<file path="config.mk">
export PLATFORM = sky130hd
export DESIGN_NAME = convert_fixed_to_float
export DESIGN_NICKNAME = d
export VERILOG_FILES = /design/src/rtl/convert_fixed_to_float.sv
export SDC_FILE = /design/constraint.sdc
export NUM_CORES = 1
export LEC_CHECK = 0
export BUFFER_PORTS_ARGS = -buffer_cell sky130_fd_sc_hd__buf_2
export CORE_UTILIZATION = 51
export CTS_CLUSTER_SIZE = 20
export DETAILED_ROUTE_END_ITERATION = 10
export GPL_TIMING_DRIVEN = 1
export PLACE_DENSITY = 0.73
export SYNTH_ARGS = -nofsm -noshare
export SYNTH_HDL_FRONTEND = slang
export SYNTH_SLANG_ARGS = --single-unit
export TNS_END_PERCENT = 1
</file>
<file path="constraint.sdc">
create_clock -name CLK -period 2.91 [get_ports CLK]
set_clock_uncertainty 0.2 [all_clocks]
set_input_delay 0.582 -clock CLK [delete_from_list [all_inputs] [get_ports CLK]]
set_output_delay 0.582 -clock CLK [all_outputs]
set_load 0.02 [all_outputs]
</file>
<file path="src/rtl/convert_fixed_to_float.sv">
// Multi-cycle converter from signed Q5.26 fixed point to IEEE-754 single precision.
// The magnitude is normalised one bit per cycle, then packed with a truncated mantissa.
module convert_fixed_to_float (
    input  logic        CLK,
    input  logic        RST_FF,
    input  logic        RST_FSM_FF,
    input  logic        Begin_FSM_FF,
    input  logic [31:0] FIXED,
    output logic [31:0] FLOAT,
    output logic        ACK_FF,
    output logic        BUSY_FF
);

    typedef enum logic [1:0] {
        IDLE = 2'd0,
        NORM = 2'd1,
        PACK = 2'd2,
        DONE = 2'd3
    } state_t;

    state_t      state;
    state_t      state_next;
    logic        sign;
    logic        sign_next;
    logic [31:0] mag;
    logic [31:0] mag_next;
    logic [4:0]  cnt;
    logic [4:0]  cnt_next;
    logic [31:0] float_next;
    logic [7:0]  exp_val;

    // The MSB of the normalised magnitude sits at weight 2^(31-26-cnt), so the biased
    // exponent is 127 + 5 - cnt; cnt is at most 31, which keeps it within 101..132.
    assign exp_val = 8'd132 - {3'b000, cnt};

    always_comb begin
        // NOTE: every signal driven here gets its hold value first, so no branch can infer a latch.
        state_next = state;
        sign_next  = sign;
        mag_next   = mag;
        cnt_next   = cnt;
        float_next = FLOAT;

        unique case (state)
            IDLE: begin
                if (Begin_FSM_FF) begin
                    sign_next  = FIXED[31];
                    // Negating 0x80000000 wraps back to itself, which is the correct unsigned magnitude.
                    mag_next   = FIXED[31] ? (~FIXED + 32'd1) : FIXED;
                    cnt_next   = 5'd0;
                    state_next = NORM;
                end
            end
            NORM: begin
                if (mag == 32'd0) begin
                    float_next = 32'h0000_0000;
                    state_next = DONE;
                end else if (mag[31]) begin
                    state_next = PACK;
                end else begin
                    mag_next = {mag[30:0], 1'b0};
                    cnt_next = cnt + 5'd1;
                end
            end
            PACK: begin
                float_next = {sign, exp_val, mag[30:8]};
                state_next = DONE;
            end
            DONE: begin
                if (RST_FSM_FF) begin
                    state_next = IDLE;
                end
            end
            default: state_next = IDLE;
        endcase
    end

    // NOTE: sequential state uses non-blocking assignments so all registers update from pre-edge values.
    always_ff @(posedge CLK) begin
        if (RST_FF) begin
            state <= IDLE;
        end else begin
            state <= state_next;
        end
    end

    always_ff @(posedge CLK) begin
        if (RST_FF) begin
            FLOAT <= 32'h0000_0000;
            sign  <= 1'b0;
            mag   <= 32'd0;
            cnt   <= 5'd0;
        end else begin
            FLOAT <= float_next;
            sign  <= sign_next;
            mag   <= mag_next;
            cnt   <= cnt_next;
        end
    end

    // Status flags depend on the state register alone, never on an input.
    assign ACK_FF  = (state == DONE);
    assign BUSY_FF = (state != IDLE);

endmodule

</file>
======== Word-level counts from Yosys, hierarchy flattened ========
Cells that the tools add are included.
storage, ports and cells
  register bits after elaboration ......... 72
  bits of input ports ..................... 36
  output and inout bits ................... 34
  logic and storage cells ................. 45
operators by class
  add/subtract/negate cells ............... 3
  eq/ne operators ......................... 9
  multiplexer cells ....................... 16
  bitwise logic cells ..................... 1
  reduce and logical (&&, ||, !) cells .... 10
operator list
  kind                                                  count
  2-to-1 mux 32 bit                                     5
  one-hot mux 32 bit (2 select lines)                   2
  adder 32 x 1 -> 32 bit (second input constant)        1
  zero test 32 bit                                      1
  inverter 32 bit                                       1
  2-to-1 mux 5 bit                                      3
  != test 2 bit (second input constant)                 5
  one-hot mux 5 bit (2 select lines)                    1
  2-to-1 mux 2 bit                                      4
  one-hot mux 2 bit (4 select lines)                    1
  subtractor 8 x 5 -> 8 bit (first input constant)      1
  AND reduction 3 bit                                   2
  nonzero test 2 bit                                    3
  adder 5 x 1 -> 5 bit (second input constant)          1
  equality test 2 bit (second input constant)           2
  AND reduction 2 bit                                   2
  AND reduction 4 bit                                   1
  != test 3 bit (second input constant)                 1
  equality test 2 x 1 -> 1 bit (second input constant)  1
  zero test 2 bit                                       1

======== Longest topological paths before layout ========
Gate-level depths: netlist (run 1).
  depth in word-level cells ............... 5
  depth in mapped cells ................... 10
  mapped depth without buffers ............ 7

======== Least setup slack after synthesis (run 1) ========
OpenSTA, ideal clock, no wires.
  path type ............................... input -> register
  start point ............................. input port FIXED[24]
  end point ............................... register mag[28]
  library setup time ...................... 0.086 ns
  arrival time ............................ 2.288 ns
  required time ........................... 2.624 ns
  path slack .............................. 0.336 ns
  stages .................................. 5
  buffers on the path ..................... 0
  path through ............................ or4_1 -> or4_4 -> o41ai_1 -> xor2_1 -> a211oi_1
between the ends
  cells in the longest elaborated chain, start to end .. 5
RTL lines
  what                                 line  source
  start, declared                      8     input logic [31:0] FIXED,
  inverter 32 bit                      49    mag_next = FIXED[31] ? (~FIXED + 32'd1) : FIXED;
  adder 32 x 1 -> 32 bit               49
  2-to-1 mux 32 bit                    49
  2-to-1 mux 32 bit                    46    if (Begin_FSM_FF) begin
  one-hot mux 32 bit (2 select lines)  44    unique case (state)
  end signal, assigned                 96    mag <= mag_next;
  end, declared                        25    logic [31:0] mag;
Every way passes these cells. The select of a mux whose other input is x is not followed.
A chain may end at the register's enable or synchronous reset.

======== Final worst setup path (run 1) ========
  start point ............................. register mag[23]
  end point ............................... register mag[25]
between the ends
  cells in the longest elaborated chain, start to end .. 3
RTL lines
  what                           line  source
  zero test 32 bit               55    if (mag == 32'd0) begin
  != test 2 bit (no line)        -
  AND reduction 4 bit (no line)  -
Every way passes these cells.

==> report_table.html, run 1 <==
<table>
<tr><th>Metric</th><th>Value</th></tr>
<tr><th colspan="2">Critical path</th></tr>
<tr><td>Critical Path, Cell by Cell</td><td>nor4_1 &gt; nand4_1 &gt; o211ai_1 &gt; buf_12 &gt; o22ai_1 &gt; nor4b_1</td></tr>
<tr><td>CP Depth</td><td>6</td></tr>
<tr><td>CP Max Fanout</td><td>14</td></tr>
<tr><td>Critical path class</td><td>register to register</td></tr>
<tr><td>Endpoint required time on the critical path</td><td>just under 3000 ps</td></tr>
<tr><td>Gate family responsible for the most delay along the worst path</td><td>simple AND/OR/NAND/NOR gates</td></tr>
<tr><td>Depth of the most critical reg-to-reg path</td><td>6</td></tr>
<tr><td>Endpoint class of the critical path</td><td>register</td></tr>
<tr><td>Crit path buffers/inverters</td><td>1</td></tr>
<tr><td>Crit path DAT</td><td>between 2000 and 3000 ps</td></tr>
<tr><td>Startpoint Class</td><td>register</td></tr>
<tr><td>CP max stage delay</td><td>about 470 ps</td></tr>
<tr><td>Slowest cell on the critical path</td><td>sky130_fd_sc_hd__nor4_1</td></tr>
<tr><th colspan="2">Global routing</th></tr>
<tr><td>Final global-route overflow total</td><td>0</td></tr>
<tr><td>First-pass GRT wire length</td><td>~18 mm</td></tr>
<tr><td>Via count of the first global-routing pass</td><td>roughly 3800</td></tr>
<tr><td>All-layer global routing usage</td><td>0.276</td></tr>
<tr><td>Maximum number of pins on one net before global-route repair</td><td>45</td></tr>
<tr><td>Antenna violations before repair</td><td>0</td></tr>
<tr><th colspan="2">Clock tree</th></tr>
<tr><td>Buffer cell driving the clock tree root</td><td>sky130_fd_sc_hd__clkbuf_8</td></tr>
<tr><td>Clock sink count</td><td>between 70 and 80</td></tr>
<tr><td>Number of gates resized after cts</td><td>0</td></tr>
<tr><td>Number of buffers inserted during clock tree synthesis</td><td>9</td></tr>
<tr><td>Maximum level of the CTS H-tree</td><td>3</td></tr>
<tr><td>Setup repair bufs after CTS</td><td>0</td></tr>
<tr><td>Clk pin slew, worst setup/hold paths</td><td>roughly 70 ps</td></tr>
<tr><td>CTS tree</td><td>yes</td></tr>
<tr><td>Worst-skew pair later-pin latency</td><td>around 350 ps</td></tr>
<tr><td>CTS Hold Bufs</td><td>0</td></tr>
<tr><td>Clock Tree Buf Depth</td><td>2</td></tr>
<tr><th colspan="2">Place</th></tr>
<tr><td>HPWL after detailed placement</td><td>between 7 and 8 mm</td></tr>
<tr><td>Post-Place Cells</td><td>around 640</td></tr>
<tr><td>Buffers added on ports</td><td>69</td></tr>
<tr><td>Final weighted congestion in routability-driven placement</td><td>between 0.8 and 0.9</td></tr>
<tr><td>Worst setup timing slack at the placement stage</td><td>approximately 83 ps</td></tr>
<tr><td>Placement-stage cell area</td><td>roughly 0.0045 mm^2</td></tr>
<tr><th colspan="2">Die</th></tr>
<tr><td>Overall die area</td><td>0.00809 mm^2</td></tr>
<tr><td>IO Pins</td><td>70</td></tr>
<tr><td>Row count</td><td>31</td></tr>
<tr><td>Chip Width</td><td>roughly 90 um</td></tr>
<tr><td>Die height</td><td>90.0 um</td></tr>
<tr><td>Effective utilization at floorplan</td><td>0.535</td></tr>
<tr><td>Core outline area</td><td>roughly 0.0074 mm^2</td></tr>
<tr><th colspan="2">Power</th></tr>
<tr><td>Register share of total power</td><td>0.353</td></tr>
<tr><td>Leak Pwr</td><td>~1.8 nW</td></tr>
<tr><td>Power density over cell area</td><td>880 mW/mm^2</td></tr>
<tr><td>Int Power</td><td>approximately 2.4 mW</td></tr>
<tr><td>Net switching power figure</td><td>~1.7 mW</td></tr>
<tr><td>Tot Pwr</td><td>between 4 and 5 mW</td></tr>
<tr><td>Share of total power in the clock network</td><td>0.213</td></tr>
<tr><td>Logic gate share of total power</td><td>0.434</td></tr>
<tr><td>Sw Ratio</td><td>0.416</td></tr>
<tr><td>Worst-case vdd ir drop</td><td>between 0.4 and 0.5 mV</td></tr>
<tr><th colspan="2">Route</th></tr>
<tr><td>Pre-antenna DRT Iters</td><td>5</td></tr>
<tr><td>Count of vias placed by the detailed router</td><td>3992</td></tr>
<tr><td>Via-per-instance ratio</td><td>slightly above 6</td></tr>
<tr><td>Wire per inst</td><td>approximately 16 um</td></tr>
<tr><td>Drt initial violations</td><td>about 220</td></tr>
<tr><td>Routed wire length</td><td>~11 mm</td></tr>
<tr><td>Antenna viol nets, final</td><td>0</td></tr>
<tr><td>Drc violations</td><td>0</td></tr>
<tr><th colspan="2">Logic synthesis</th></tr>
<tr><td>Count of yosys warnings during synthesis</td><td>0</td></tr>
<tr><td>Library cell with the largest summed area after synthesis</td><td>sky130_fd_sc_hd__dfxtp_1</td></tr>
<tr><td>Commonest cells in the synthesized netlist</td><td>sky130_fd_sc_hd__dfxtp_1 (72), sky130_fd_sc_hd__a21oi_1 (50), sky130_fd_sc_hd__nand2_1 (48), sky130_fd_sc_hd__nand3_1 (43), sky130_fd_sc_hd__clkbuf_1 (36)</td></tr>
<tr><td>Share of flip-flops with an asynchronous set or reset after synthesis</td><td>0</td></tr>
<tr><td>Average size of a mapped cell</td><td>~8 um^2</td></tr>
<tr><td>Dominant combinational cell family by area after synthesis</td><td>compound AO/OA/AOI/OAI gates</td></tr>
<tr><td>Number of enable-type register cells in the synthesized netlist</td><td>0</td></tr>
<tr><td>Net count of the mapped netlist</td><td>535</td></tr>
<tr><td>Synth area leaders</td><td>sky130_fd_sc_hd__dfxtp_1 (37%), sky130_fd_sc_hd__a21oi_1 (6.3%), sky130_fd_sc_hd__nand3_1 (5.5%)</td></tr>
<tr><td>Area share of and/or/nand/nor cells after synthesis</td><td>0.218</td></tr>
<tr><td>Mux cell area share after synthesis</td><td>0.0206</td></tr>
<tr><td>Number of register bits inferred by synthesis</td><td>72</td></tr>
<tr><td>Number of distinct library cell variants in the gate-level netlist after synthesis</td><td>56</td></tr>
<tr><td>Count leader, synth</td><td>sky130_fd_sc_hd__dfxtp_1</td></tr>
<tr><td>Syn Std Cell Area</td><td>about 0.0039 mm^2</td></tr>
<tr><td>Share of synthesized cell area in full adder, half adder and majority cells</td><td>0.0254</td></tr>
<tr><td>Top FF cell, synth</td><td>sky130_fd_sc_hd__dfxtp_1</td></tr>
<tr><td>Compound-cell area share of the yosys netlist</td><td>0.255</td></tr>
<tr><td>Post-synthesis instance total</td><td>491</td></tr>
<tr><td>Yosys top cell area share</td><td>0.365</td></tr>
<tr><td>XOR/XNOR Fraction of Synth Area</td><td>0.0599</td></tr>
<tr><td>Sequential share of the synthesized area</td><td>0.365</td></tr>
<tr><th colspan="2">STA</th></tr>
<tr><td>Fin crit period</td><td>roughly 2600 ps</td></tr>
<tr><td>Unrepaired setup endpoints after global routing</td><td>false</td></tr>
<tr><td>Worst setup slack after layout</td><td>roughly 360 ps</td></tr>
<tr><td>Max-Slew Margin vs Limit</td><td>0.630</td></tr>
<tr><td>Highest Clock Rate</td><td>0.392 GHz</td></tr>
<tr><td>Final sum of negative setup slack</td><td>0 ps</td></tr>
<tr><td>Total of endpoints with negative setup slack in the final report</td><td>0</td></tr>
<tr><td>Transition time at the pin with the least slew margin</td><td>555 ps</td></tr>
<tr><td>Endpoints failing hold</td><td>0</td></tr>
<tr><td>Final period util</td><td>0.877</td></tr>
<tr><td>Slew Viols, Final</td><td>0</td></tr>
<tr><th colspan="2">Run status</th></tr>
<tr><td>Status</td><td>finished clean</td></tr>
<tr><th colspan="2">Layout</th></tr>
<tr><td>Share of layout cells above drive strength 1</td><td>0.215</td></tr>
<tr><td>N_diodes</td><td>0</td></tr>
<tr><td>Growth of design area from synthesis to finish</td><td>19.2%</td></tr>
<tr><td>Final net count</td><td>slightly below 600</td></tr>
<tr><td>Post-route cell area</td><td>between 0.004 and 0.005 mm^2</td></tr>
<tr><td>Non-filler instance count after layout</td><td>roughly 660</td></tr>
<tr><th colspan="2">Flow run</th></tr>
<tr><td>Maximum Capacitance Violations</td><td>0</td></tr>
<tr><th colspan="2">Min path</th></tr>
<tr><td>Classification of the worst-slack hold path</td><td>register to register</td></tr>
<tr><td>Worst hold path stage count</td><td>2</td></tr>
</table>
[routing by layer]
layer  up-vias  wire (um)  global-route usage
li1       1962          -                   -
met1      1888       4720               0.342
met2       120       5170               0.463
met3        22        515              0.0558
met4         0        284               0.125
met5         -          0                   0
[sequential cells by signal, indices dropped and copies added (netlist names)]
signal  cells
FLOAT      32
cnt         5
mag        32
sign        1
state       2
[through the flow]
stage / hold WS, ps / utilization
2_1_floorplan: 237 / -
3_3_place_gp: 235 / 0.609
3_5_place_dp: 240 / 0.609
4_1_cts: 250 / 0.639
5_1_grt: 272 / 0.639
6_report: 246 / 0.639
[area by class of cell]
type | instances | area, um^2
timing repair buffer | 92 | 556
sequential | 72 | 1440
fill | 692 | 2660
multi-input combinational | 362 | 2310
tap | 99 | 124
clock inverter | 5 | 81.3
inverter | 16 | 60.1
clock buffer | 10 | 138
[cells by family after synthesis]
| family | Yosys count |
|---|---|
| AO/OA/AOI/OAI | 152 |
| AND/OR/NAND/NOR | 167 |
| buffers and inverters | 57 |
| flip-flops | 72 |
| multiplexers | 8 |
| adder cells (fa/ha/maj) | 8 |
| XOR/XNOR | 27 |
[cells in the final DEF (no fill, tap or decap), types with 14 or more instances in the layout]
cell type | Yosys | final
sky130_fd_sc_hd__a211oi_1 | 14 | 14
sky130_fd_sc_hd__a21oi_1 | 50 | 50
sky130_fd_sc_hd__buf_2 | 2 | 69
sky130_fd_sc_hd__buf_4 | 0 | 20
sky130_fd_sc_hd__dfxtp_1 | 72 | 72
sky130_fd_sc_hd__inv_1 | 16 | 16
sky130_fd_sc_hd__nand2_1 | 48 | 48
sky130_fd_sc_hd__nand3_1 | 43 | 43
sky130_fd_sc_hd__o21ai_0 | 26 | 26
sky130_fd_sc_hd__xnor2_1 | 14 | 14
[worst reg2reg max path: stages, from the launching register on]
cell and delay [ps]:
sky130_fd_sc_hd__dfxtp_1 340, sky130_fd_sc_hd__nor4_1 470, sky130_fd_sc_hd__nand4_1 380, sky130_fd_sc_hd__o211ai_1 470
sky130_fd_sc_hd__buf_12 200, sky130_fd_sc_hd__o22ai_1 80, sky130_fd_sc_hd__nor4b_1 300
[power groups by stage]
stage | logic [mW] | clock network [mW] | registers (mW)
floorplan | 1.22 | 0 | 1.40
global placement | 1.72 | 0 | 1.47
detailed placement | 1.76 | 0 | 1.48
CTS | 1.78 | 0.890 | 1.46
global route | 1.98 | 0.936 | 1.50
finish | 1.80 | 0.881 | 1.46
[worst paths after layout]
kind	slack [ps]	from	end
min	250	FLOAT[7]	FLOAT[7]
max	360	mag[23]	mag[25]
max reg2reg	360	mag[23]	mag[25]
min reg2reg	250	FLOAT[7]	FLOAT[7]
Power figures use the tool's default switching activity.
==> inputs of run 2 (changes only) <==
--- a/config.mk
+++ b/config.mk
@@ -6,11 +6,14 @@
 export NUM_CORES = 1
 export LEC_CHECK = 0
 export BUFFER_PORTS_ARGS = -buffer_cell sky130_fd_sc_hd__buf_2
-export CORE_UTILIZATION = 51
+export CELL_PAD_IN_SITES_DETAIL_PLACEMENT = 1
+export CELL_PAD_IN_SITES_GLOBAL_PLACEMENT = 2
+export CORE_UTILIZATION = 34
+export CTS_BUF_LIST = sky130_fd_sc_hd__clkbuf_8
 export CTS_CLUSTER_SIZE = 20
 export DETAILED_ROUTE_END_ITERATION = 10
 export GPL_TIMING_DRIVEN = 1
-export PLACE_DENSITY = 0.73
+export PLACE_DENSITY = 0.82
 export SYNTH_ARGS = -nofsm -noshare
 export SYNTH_HDL_FRONTEND = slang
 export SYNTH_SLANG_ARGS = --single-unit
==> run 2 against run 1 <==
Effect of this change:
- design area up 1.2%
- critical path type is now input pin to register
- combinational power up 3%
- global-route usage decreased by 5.7 points
- hold slack improved by 3.9 ps
- register-to-register slack better by 100 ps
- sequential share of layout area is 0.35 points lower
- non-clock buffer count grew 2
==> report_table.html, run 2 (synthesis results as in run 1) <==
<table>
<tr><th>Metric</th><th>Value</th></tr>
<tr><th colspan="2">Clock tree</th></tr>
<tr><td>CTS tree</td><td>yes</td></tr>
<tr><td>Number of gates resized after cts</td><td>0</td></tr>
<tr><td>Buffer cell driving the clock tree root</td><td>sky130_fd_sc_hd__clkbuf_8</td></tr>
<tr><td>Setup repair bufs after CTS</td><td>0</td></tr>
<tr><td>Number of buffers inserted during clock tree synthesis</td><td>9</td></tr>
<tr><td>CTS Hold Bufs</td><td>0</td></tr>
<tr><td>Maximum level of the CTS H-tree</td><td>3</td></tr>
<tr><td>Clk pin slew, worst setup/hold paths</td><td>about 70 ps</td></tr>
<tr><td>Clock Tree Buf Depth</td><td>2</td></tr>
<tr><td>Worst-skew pair later-pin latency</td><td>approximately 360 ps</td></tr>
<tr><td>Clock sink count</td><td>72</td></tr>
<tr><th colspan="2">Layout</th></tr>
<tr><td>Area taken by flip-flops and latches</td><td>around 0.0014 mm^2</td></tr>
<tr><td>Multi-input logic area</td><td>about 0.0023 mm^2</td></tr>
<tr><td>Growth of design area from synthesis to finish</td><td>20.6%</td></tr>
<tr><td>Final net count</td><td>around 600</td></tr>
<tr><td>Largest registers in the final layout</td><td>FLOAT (32), mag (32), cnt (5)</td></tr>
<tr><td>Most common cell after layout, fill and taps aside</td><td>sky130_fd_sc_hd__dfxtp_1</td></tr>
<tr><td>N_diodes</td><td>0</td></tr>
<tr><td>Post-route cell area</td><td>0.00476 mm^2</td></tr>
<tr><td>Share of layout cells above drive strength 1</td><td>0.214</td></tr>
<tr><td>Post-route core utilization</td><td>0.430</td></tr>
<tr><td>Fill cells</td><td>1367</td></tr>
<tr><td>Commonest cells after routing, fill and taps aside</td><td>sky130_fd_sc_hd__dfxtp_1 (72), sky130_fd_sc_hd__buf_2 (69), sky130_fd_sc_hd__a21oi_1 (50)</td></tr>
<tr><th colspan="2">Critical path</th></tr>
<tr><td>Depth of the most critical reg-to-reg path</td><td>6</td></tr>
<tr><td>Endpoint class of the critical path</td><td>register</td></tr>
<tr><td>Endpoint required time on the critical path</td><td>2970 ps</td></tr>
<tr><td>Critical Path, Cell by Cell</td><td>buf_2 &gt; or4_1 &gt; or4_4 &gt; o41ai_1 &gt; xor2_1 &gt; a211oi_1</td></tr>
<tr><td>CP Max Fanout</td><td>5</td></tr>
<tr><td>Crit path DAT</td><td>2560 ps</td></tr>
<tr><td>Critical path class</td><td>input pin to register</td></tr>
<tr><td>Startpoint Class</td><td>input pin</td></tr>
<tr><td>Slowest cell on the critical path</td><td>sky130_fd_sc_hd__or4_1</td></tr>
<tr><td>CP max stage delay</td><td>550 ps</td></tr>
<tr><th colspan="2">Route</th></tr>
<tr><td>Wire per inst</td><td>between 15 and 20 um</td></tr>
<tr><td>Count of vias placed by the detailed router</td><td>between 3000 and 4000</td></tr>
<tr><td>Via-per-instance ratio</td><td>between 5 and 6</td></tr>
<tr><td>Pre-antenna DRT Iters</td><td>4</td></tr>
<tr><td>Routed wire length</td><td>between 10 and 15 mm</td></tr>
<tr><td>Antenna viol nets, final</td><td>0</td></tr>
<tr><td>Drc violations</td><td>0</td></tr>
<tr><td>Drt initial violations</td><td>~220</td></tr>
<tr><th colspan="2">Die</th></tr>
<tr><td>IO Pins</td><td>70</td></tr>
<tr><td>Die height</td><td>110 um</td></tr>
<tr><td>Effective utilization at floorplan</td><td>0.356</td></tr>
<tr><td>Row count</td><td>38</td></tr>
<tr><td>Overall die area</td><td>between 0.01 and 0.015 mm^2</td></tr>
<tr><td>Core outline area</td><td>roughly 0.011 mm^2</td></tr>
<tr><td>Chip Width</td><td>roughly 110 um</td></tr>
<tr><th colspan="2">Global routing</th></tr>
<tr><td>Via count of the first global-routing pass</td><td>around 3900</td></tr>
<tr><td>Final global-route overflow total</td><td>0</td></tr>
<tr><td>All-layer global routing usage</td><td>0.219</td></tr>
<tr><td>Antenna violations before repair</td><td>0</td></tr>
<tr><td>Maximum number of pins on one net before global-route repair</td><td>55</td></tr>
<tr><td>First-pass GRT wire length</td><td>approximately 20 mm</td></tr>
<tr><th colspan="2">Power</th></tr>
<tr><td>Power density over cell area</td><td>~880 mW/mm^2</td></tr>
<tr><td>Leak Pwr</td><td>around 1.8 nW</td></tr>
<tr><td>Tot Pwr</td><td>between 4 and 5 mW</td></tr>
<tr><td>Worst-case vdd ir drop</td><td>~0.32 mV</td></tr>
<tr><th colspan="2">STA</th></tr>
<tr><td>Slew Viols, Final</td><td>0</td></tr>
<tr><td>Unrepaired setup endpoints after global routing</td><td>false</td></tr>
<tr><td>Highest Clock Rate</td><td>about 0.4 GHz</td></tr>
<tr><td>Final sum of negative setup slack</td><td>0 ps</td></tr>
<tr><td>Worst setup slack after layout</td><td>~420 ps</td></tr>
<tr><td>Transition time at the pin with the least slew margin</td><td>606 ps</td></tr>
<tr><td>Total of endpoints with negative setup slack in the final report</td><td>0</td></tr>
<tr><td>Fin crit period</td><td>around 2500 ps</td></tr>
<tr><td>Endpoints failing hold</td><td>0</td></tr>
<tr><td>Max-Slew Margin vs Limit</td><td>0.596</td></tr>
<tr><td>Final period util</td><td>0.857</td></tr>
<tr><th colspan="2">Run status</th></tr>
<tr><td>Status</td><td>finished clean</td></tr>
<tr><th colspan="2">Place</th></tr>
<tr><td>Worst setup timing slack at the placement stage</td><td>around 65 ps</td></tr>
<tr><td>HPWL after detailed placement</td><td>around 9.3 mm</td></tr>
<tr><td>Final weighted congestion in routability-driven placement</td><td>between 0.8 and 0.9</td></tr>
<tr><td>Buffers added on ports</td><td>69</td></tr>
<tr><td>Placement-stage cell area</td><td>between 0.004 and 0.005 mm^2</td></tr>
<tr><th colspan="2">Flow run</th></tr>
<tr><td>Maximum Capacitance Violations</td><td>0</td></tr>
<tr><th colspan="2">Min path</th></tr>
<tr><td>Worst hold path stage count</td><td>2</td></tr>
<tr><td>Classification of the worst-slack hold path</td><td>register to register</td></tr>
</table>
[run 2: cell count changes in the layout (fill, tap and decap cells not counted), sizes merged]
| cell | previous run | this run |
|---|---|---|
| buf | 92 | 94 |
| inv | 16 | 19 |
| clkbuf | 10 | 11 |
| bufinv | 2 | 1 |
| clkinv | 2 | 0 |
[run 2: metrics by stage]
stage | cells | hold WS, ps
floorplan | 491 | 237
global placement | 684 | 241
detailed placement | 684 | 246
CTS | 700 | 256
global route | 700 | 274
finish | 700 | 250
[run 2: area by class of cell]
class                   count  area share
clock inverters             5      0.0102
repair buffers             94       0.122
multi-input cells         362       0.483
flip-flops and latches     72       0.303
clock buffers              11      0.0318
inverters                  16      0.0126
well taps                 140      0.0368
[run 2: power breakdown]
| part | total (mW) | internal, mW | switching [mW] |
|---|---|---|---|
| Clock | 0.813 | 0.434 | 0.378 |
| Sequential | 1.50 | 1.22 | 0.281 |
| Combinational | 1.86 | 0.728 | 1.14 |
[run 2: path summary, 6_finish.rpt]
path              startpoint        to  slack, ps
setup reg to reg     mag[23]  state[0]        460
hold reg to reg     FLOAT[2]  FLOAT[2]        250
hold / removal      FLOAT[2]  FLOAT[2]        250
setup / recovery   FIXED[24]   mag[28]        420
[run 2: critical path: cells and delay by family]
kind                   cells  cell delay (ps)
buffers and inverters      1              110
XOR/XNOR                   1              140
AND/OR/NAND/NOR            2             1030
AO/OA/AOI/OAI              2              700
[run 2: layer usage]
layer / track usage / routed length (um) / share of wire
met2: 0.343 / 5570 / 0.45
met4: 0.0867 / 148 / 0.012
met5: 0 / 0 / 0
met1: 0.308 / 6320 / 0.51
met3: 0.0231 / 447 / 0.036
